### config.mk
export PLATFORM = sky130hd
export DESIGN_NAME = effect_param_sequencer
export DESIGN_NICKNAME = d
export VERILOG_FILES = /design/src/rtl/effect_param_sequencer.sv
export SDC_FILE = /design/constraint.sdc
export NUM_CORES = 1
export LEC_CHECK = 0
export CORE_MARGIN = 2
export CORE_UTILIZATION = 55
export DETAILED_ROUTE_END_ITERATION = 7
export GPL_ROUTABILITY_DRIVEN = 0
export GPL_TIMING_DRIVEN = 0
export PLACE_DENSITY_LB_ADDON = 0.25
export REMOVE_ABC_BUFFERS = 1
export SLEW_MARGIN = 25
export SYNTH_ARGS = -nofsm -noshare
export SYNTH_HDL_FRONTEND = slang
export SYNTH_SLANG_ARGS = --single-unit
export TNS_END_PERCENT = 50
### constraint.sdc
create_clock -name CLK -period 3.44 [get_ports CLK]
set_input_delay 0.516 -clock CLK [delete_from_list [all_inputs] [get_ports CLK]]
set_output_delay 0.516 -clock CLK [all_outputs]
set_load 0.01 [all_outputs]
### src/rtl/effect_param_sequencer.sv
// Push-button parameter sequencer: debounced keys step one of four effect parameters, with the vibrato period computed by a 17-cycle divider.
// Latency: key to press event is 2 + DEBOUNCE_CYCLES cycles; commit 1 cycle later; a slot-0 update is offered 17 cycles after its commit.
// Backpressure: the update is held until upd_ready; press events that arrive while an update is busy (dividing or offered) are dropped.
//
// Ports:
//   CLK, RESET_N        clock and asynchronous active-low reset
//   key2, key3          raw active-low increment / decrement keys (asynchronous to CLK)
//   SW[9:0]             SW[3:0] selects the slot (6..9 = slot 0..3); SW[5] enables vibrato
//   vib_rate, vib_depth, echo_delay, echo_fb   slot registers 0..3
//   vib_period          floor(97656 / vib_rate), zero-extended
//   vib_disabled        registered ~SW[5]
//   upd_valid/upd_ready/upd_slot/upd_value     parameter update port
module effect_param_sequencer #(
   parameter int DEBOUNCE_CYCLES = 500000
) (
   input  logic        CLK,
   input  logic        RESET_N,
   input  logic        key3,
   input  logic        key2,
   input  logic [9:0]  SW,
   output logic [3:0]  vib_rate,
   output logic [3:0]  vib_depth,
   output logic [4:0]  echo_delay,
   output logic [2:0]  echo_fb,
   output logic [31:0] vib_period,
   output logic        vib_disabled,
   output logic        upd_valid,
   output logic [1:0]  upd_slot,
   output logic [7:0]  upd_value,
   input  logic        upd_ready
);

   localparam int              CW        = $clog2(DEBOUNCE_CYCLES);
   localparam logic [CW-1:0]   CNT_MAX   = CW'(DEBOUNCE_CYCLES - 1);
   localparam logic [16:0]     DIVIDEND  = 17'd97656;
   localparam logic [31:0]     PERIOD_RST = 32'd19531;

   typedef enum logic [1:0] {
      ST_IDLE  = 2'd0,
      ST_DIV   = 2'd1,
      ST_OFFER = 2'd2
   } state_t;

   // ------------------------------------------------------------------
   // Key conditioning. Index 0 is key2 (increment), index 1 is key3
   // (decrement). Everything resets to 1 so a held key after reset still
   // has to go through the full debounce before producing an event.
   // ------------------------------------------------------------------
   logic [1:0]    key_raw;
   logic [1:0]    sync1_q;
   logic [1:0]    sync2_q;
   logic [1:0]    db_q;
   logic [1:0]    db_prev_q;
   logic [CW-1:0] cnt_q [2];
   logic [1:0]    press_ev;

   assign key_raw = {key3, key2};

   always_ff @(posedge CLK or negedge RESET_N) begin
      if (!RESET_N) begin
         sync1_q   <= 2'b11;
         sync2_q   <= 2'b11;
         db_q      <= 2'b11;
         db_prev_q <= 2'b11;
         for (int k = 0; k < 2; k++) begin
            cnt_q[k] <= '0;
         end
      end else begin
         sync1_q   <= key_raw;
         sync2_q   <= sync1_q;
         db_prev_q <= db_q;
         for (int k = 0; k < 2; k++) begin
            if (sync2_q[k] == db_q[k]) begin
               cnt_q[k] <= '0;
            end else if (cnt_q[k] == CNT_MAX) begin
               db_q[k]  <= sync2_q[k];
               cnt_q[k] <= '0;
            end else begin
               cnt_q[k] <= cnt_q[k] + 1'b1;
            end
         end
      end
   end

   // Falling edge of the debounced level is a press; releases are ignored.
   assign press_ev = db_prev_q & ~db_q;

   // ------------------------------------------------------------------
   // Slot decode
   // ------------------------------------------------------------------
   logic       sel_vld;
   logic [1:0] sel_slot;
   logic       unused_sw;

   assign unused_sw = ^{SW[9:6], SW[4]};

   always_comb begin
      sel_vld  = 1'b1;
      sel_slot = 2'd0;
      case (SW[3:0])
         4'd6:    sel_slot = 2'd0;
         4'd7:    sel_slot = 2'd1;
         4'd8:    sel_slot = 2'd2;
         4'd9:    sel_slot = 2'd3;
         default: sel_vld  = 1'b0;
      endcase
   end

   // ------------------------------------------------------------------
   // State and datapath registers
   // ------------------------------------------------------------------
   state_t      state_q,      state_d;
   logic [3:0]  vib_rate_q,   vib_rate_d;
   logic [3:0]  vib_depth_q,  vib_depth_d;
   logic [4:0]  echo_delay_q, echo_delay_d;
   logic [2:0]  echo_fb_q,    echo_fb_d;
   logic [31:0] vib_period_q, vib_period_d;
   logic [1:0]  upd_slot_q,   upd_slot_d;
   logic [7:0]  upd_value_q,  upd_value_d;
   logic [3:0]  divisor_q,    divisor_d;
   logic [3:0]  rem_q,        rem_d;
   logic [16:0] dq_q,         dq_d;      // dividend shifts out, quotient shifts in
   logic [4:0]  bit_cnt_q,    bit_cnt_d;
   logic        vib_dis_q;

   // Current value and bounds of the selected slot, widened to 8 bits.
   logic [7:0] cur_val;
   logic [7:0] min_val;
   logic [7:0] max_val;

   always_comb begin
      cur_val = 8'd0;
      min_val = 8'd0;
      max_val = 8'd0;
      case (sel_slot)
         2'd0: begin
            cur_val = {4'd0, vib_rate_q};
            min_val = 8'd1;
            max_val = 8'd10;
         end
         2'd1: begin
            cur_val = {4'd0, vib_depth_q};
            min_val = 8'd0;
            max_val = 8'd15;
         end
         2'd2: begin
            cur_val = {3'd0, echo_delay_q};
            min_val = 8'd1;
            max_val = 8'd16;
         end
         default: begin
            cur_val = {5'd0, echo_fb_q};
            min_val = 8'd0;
            max_val = 8'd7;
         end
      endcase
   end

   // One restoring-division step: shift the next dividend bit into the
   // remainder and subtract the divisor when it fits. The remainder is
   // always below the divisor (<= 10), so 4 bits hold it between steps.
   logic [4:0] rem_sh;
   logic       div_ge;

   assign rem_sh = {rem_q, dq_q[16]};
   assign div_ge = (rem_sh >= {1'b0, divisor_q});

   logic       chg;
   logic [7:0] new_val;

   always_comb begin
      state_d      = state_q;
      vib_rate_d   = vib_rate_q;
      vib_depth_d  = vib_depth_q;
      echo_delay_d = echo_delay_q;
      echo_fb_d    = echo_fb_q;
      vib_period_d = vib_period_q;
      upd_slot_d   = upd_slot_q;
      upd_value_d  = upd_value_q;
      divisor_d    = divisor_q;
      rem_d        = rem_q;
      dq_d         = dq_q;
      bit_cnt_d    = bit_cnt_q;
      chg          = 1'b0;
      new_val      = cur_val;

      case (state_q)
         ST_IDLE: begin
            // Exactly one of the two events; a simultaneous pair cancels out.
            if (sel_vld && (press_ev[0] ^ press_ev[1])) begin
               if (press_ev[0] && (cur_val < max_val)) begin
                  new_val = cur_val + 8'd1;
                  chg     = 1'b1;
               end else if (press_ev[1] && (cur_val > min_val)) begin
                  new_val = cur_val - 8'd1;
                  chg     = 1'b1;
               end
            end
            if (chg) begin
               upd_slot_d  = sel_slot;
               upd_value_d = new_val;
               case (sel_slot)
                  2'd0:    vib_rate_d   = new_val[3:0];
                  2'd1:    vib_depth_d  = new_val[3:0];
                  2'd2:    echo_delay_d = new_val[4:0];
                  default: echo_fb_d    = new_val[2:0];
               endcase
               if (sel_slot == 2'd0) begin
                  state_d   = ST_DIV;
                  divisor_d = new_val[3:0];
                  rem_d     = 4'd0;
                  dq_d      = DIVIDEND;
                  bit_cnt_d = 5'd0;
               end else begin
                  state_d = ST_OFFER;
               end
            end
         end

         ST_DIV: begin
            rem_d     = div_ge ? 4'(rem_sh - {1'b0, divisor_q}) : rem_sh[3:0];
            dq_d      = {dq_q[15:0], div_ge};
            bit_cnt_d = bit_cnt_q + 5'd1;
            if (bit_cnt_q == 5'd16) begin
               vib_period_d = {15'd0, dq_q[15:0], div_ge};
               state_d      = ST_OFFER;
            end
         end

         ST_OFFER: begin
            if (upd_ready) begin
               state_d = ST_IDLE;
            end
         end

         default: state_d = ST_IDLE;
      endcase
   end

   always_ff @(posedge CLK or negedge RESET_N) begin
      if (!RESET_N) begin
         state_q      <= ST_IDLE;
         vib_rate_q   <= 4'd5;
         vib_depth_q  <= 4'd8;
         echo_delay_q <= 5'd4;
         echo_fb_q    <= 3'd3;
         vib_period_q <= PERIOD_RST;
         upd_slot_q   <= 2'd0;
         upd_value_q  <= 8'd0;
         divisor_q    <= 4'd5;
         rem_q        <= 4'd0;
         dq_q         <= 17'd0;
         bit_cnt_q    <= 5'd0;
         vib_dis_q    <= 1'b1;
      end else begin
         state_q      <= state_d;
         vib_rate_q   <= vib_rate_d;
         vib_depth_q  <= vib_depth_d;
         echo_delay_q <= echo_delay_d;
         echo_fb_q    <= echo_fb_d;
         vib_period_q <= vib_period_d;
         upd_slot_q   <= upd_slot_d;
         upd_value_q  <= upd_value_d;
         divisor_q    <= divisor_d;
         rem_q        <= rem_d;
         dq_q         <= dq_d;
         bit_cnt_q    <= bit_cnt_d;
         vib_dis_q    <= ~SW[5];
      end
   end

   assign vib_rate     = vib_rate_q;
   assign vib_depth    = vib_depth_q;
   assign echo_delay   = echo_delay_q;
   assign echo_fb      = echo_fb_q;
   assign vib_period   = vib_period_q;
   assign vib_disabled = vib_dis_q;
   assign upd_valid    = (state_q == ST_OFFER);
   assign upd_slot     = upd_slot_q;
   assign upd_value    = upd_value_q;

endmodule
==> results.cfg <==
[route]
drcViolationCount = 0
antenna_left = 0
initialDrtViolationCount = 167
routed_wl_mm = 12.1
wire_per_inst_um = 16.0
vias_per_cell = 5.56
dr.pass1.iters = 4
num_vias = 4196

[synth]
ys_seq_area_share_pct = 52.1
synth_cells = 534
synth_top_cell_by_area = dfrtp_1
synth.avg_cell_area_um2 = 10.7
yosys_warnings = 0
syn-cell-area_um2 = 5720
synth_area_leaders = dfrtp_1 (42%), dfstp_2 (10%), mux2_2 (7.1%)
synth_most_common_cell = dfrtp_1
synth_edf_count = 0
synth_top_area_share_pct = 42.0
synth_ff_type = dfrtp_1
yosys-top-cells-count = dfrtp_1 (96), nor2_1 (60), nand2_1 (44)
ys_ff_latch = 118
ys_async_sr_fraction_pct = 100
synth.distinct_cells = 63

[pwr]
power_density_nw_per_um2 = 458
vdd_ir_drop_max_v = 0.000314
leakage_nw = 3.19
finalPower_w = 0.00326

[timing]
period_minus_slack_ns = 3.28
tightestPinTransition_ns = 0.727
rsz0062_at_grt = no
max_clock_freq_ghz = 0.305
relSlewSlack_pct = 51.4
period_share_pct = 95.3
slew_violations = 0
setup_viol = 0
hold_viol = 0
skew_ns = 0.00806

[cells_and_area]
area_growth_pct = 24.4
final_core_util_pct = 69.5
filler_cell_count = 752
drive_gt1_share_pct = 21.0
fin_nets = 637
n_antenna_cell = 0

[critical_path]
critPathKind = reg2reg
cp.required_ns = 3.85
worstPathArrival_ns = 3.69
cp-start-kind = register
cp_max_fo = 7
end_kind = register

[floorplan]
rows = 37
core-area_um2 = 10200
die_w_um = 106
io_pins = 75
dieHeight_um = 106
dieArea_um2 = 11200
start_util_pct = 55.9

[global_routing]
antenna_found_initial = 0
grt_max_degree = 69
grt_pass1_vias = 4326
gr-total-overflow = 0
grt_pass1_wl_mm = 20.5
grtUsageTotal_pct = 23.1

[clock_network]
cts_max_level = 4
clk_pin_slew_ns = 0.06
cts_buffer_depth = 2
cts_sinks = 118
cts_buffers = 17
clk_latency_ns = 0.53
cts_root_buffer = clkbuf_8
tritoncts = built

[placement]
port_buffers = 54
dp_hpwl_mm = 7.44

[run_status]
outcome = completed

[run]
max_cap_viol_count = 0

[worst_hold_path]
hold_class = reg2reg
## final timing paths
path	start	to	slack, ns	depth (start not counted)
max	vib_depth[3]	divisor_q[3]	0.16	13
min	sync1_q[0]	sync2_q[0]	0.36	0
max reg2reg	vib_depth[3]	divisor_q[3]	0.16	13
min reg2reg	sync1_q[0]	sync2_q[0]	0.36	0
max in group asynchronous	RESET_N	vib_period[10]	2.23	3
min in group asynchronous	RESET_N	upd_value[3]	0.48	2
## registers in the layout, summed over array words and instances (netlist names), 3 cells and up
register	flops
vib_period	17
vib_depth	4
echo_delay	5
dq_q	17
upd_value	8
cnt_q	38
echo_fb	3
bit_cnt_q	5
divisor_q	4
rem_q	4
## layout by cell type, fill, tap and decap left out, types with 7 or more instances in the layout
cell and instances:
o22a_1 10, conb_1 15, o21ai_0 25, mux2_2 36
buf_4 9, and3_1 9, nand3_1 18, dfstp_2 22
a21oi_1 19, clkdlybuf4s50_1 49, clkbuf_16 16, ha_1 15
nand2_1 44, or3_1 8, xnor2_1 18, inv_1 19
dfrtp_1 96, xor2_1 22, nor2_1 57, nand4_1 7
## routing by layer
| layer | global-route usage [%] | up-vias | part of all wire (%) |
|---|---|---|---|
| li1 | - | 1998 | - |
| met1 | 29.6 | 2051 | 43 |
| met2 | 37.9 | 116 | 50 |
| met3 | 5.03 | 31 | 4.6 |
| met4 | 10.5 | 0 | 2.3 |
| met5 | 0 | - | 0 |
## power by group
group	switching, W	internal, W
combinational	0.0000802	0.0000349
clock	0.000688	0.00105
sequential	0.00000677	0.00140
total	0.000775	0.00248
## through the flow
stage / instances / hold slack, ns / cell area, um^2 / setup WS, ns / TNS, ns
final: 755 / 0.356 / 7110 / 0.160 / 0
after CTS: 753 / 0.356 / 7100 / 0.107 / 0
after detailed placement: 709 / 0.347 / 6330 / -1.73 / -60.78
after floorplan: 518 / 0.220 / 5590 / -0.366 / -4.03
after global routing: 755 / 0.362 / 7110 / 0.0299 / 0
after global placement: 708 / 0.348 / 6300 / -2.51 / -323.35
## cell type report
| class | instances | area, um^2 | share of cell area (%) |
|---|---|---|---|
| Inverter | 21 | 78.8 | 1.11 |
| Clock buffer | 17 | 414 | 5.82 |
| Timing Repair Buffer | 67 | 652 | 9.17 |
| Clock inverter | 15 | 170 | 2.39 |
| Multi-Input combinational cell | 381 | 2650 | 37.2 |
| Sequential cell | 118 | 2980 | 41.9 |
| Tap cell | 136 | 170 | 2.39 |
## logic make-up after synthesis
family,count (synthesis),share of synthesized area [%]
other,1,0.0656
adders and majority gates,16,3.63
DFF,118,52.1
xor gates and xnor gates,40,6.13
AOI/OAI and AO/OA,89,10.6
buffers and inverters,51,4.46
and+or+nand+nor,180,15.4
muxes,39,7.64
## timing repair
action / in CTS / in global routing
cloned: 2 / 0
endpoints found under the hold margin: 40 / 0
buffers inserted: 9 / 2
hold buffers: 1 / 0
pin swaps: 4 / 3
endpoints found under the setup margin: 54 / 25
gates resized for setup: 22 / 10
## critical path, cell delays in order, from the launching register on
cell	delay, ns
dfstp_2	0.55
nand2_1	0.06
a32o_1	0.26
o22a_2	0.23
inv_2	0.12
ha_1	0.24
o21ai_0	0.09
a21oi_1	0.14
a211oi_2	0.36
and2_4	0.29
o211ai_4	0.09
buf_12	0.17
nor2_4	0.18
mux2_2	0.37
Power figures use the tool's default switching activity.
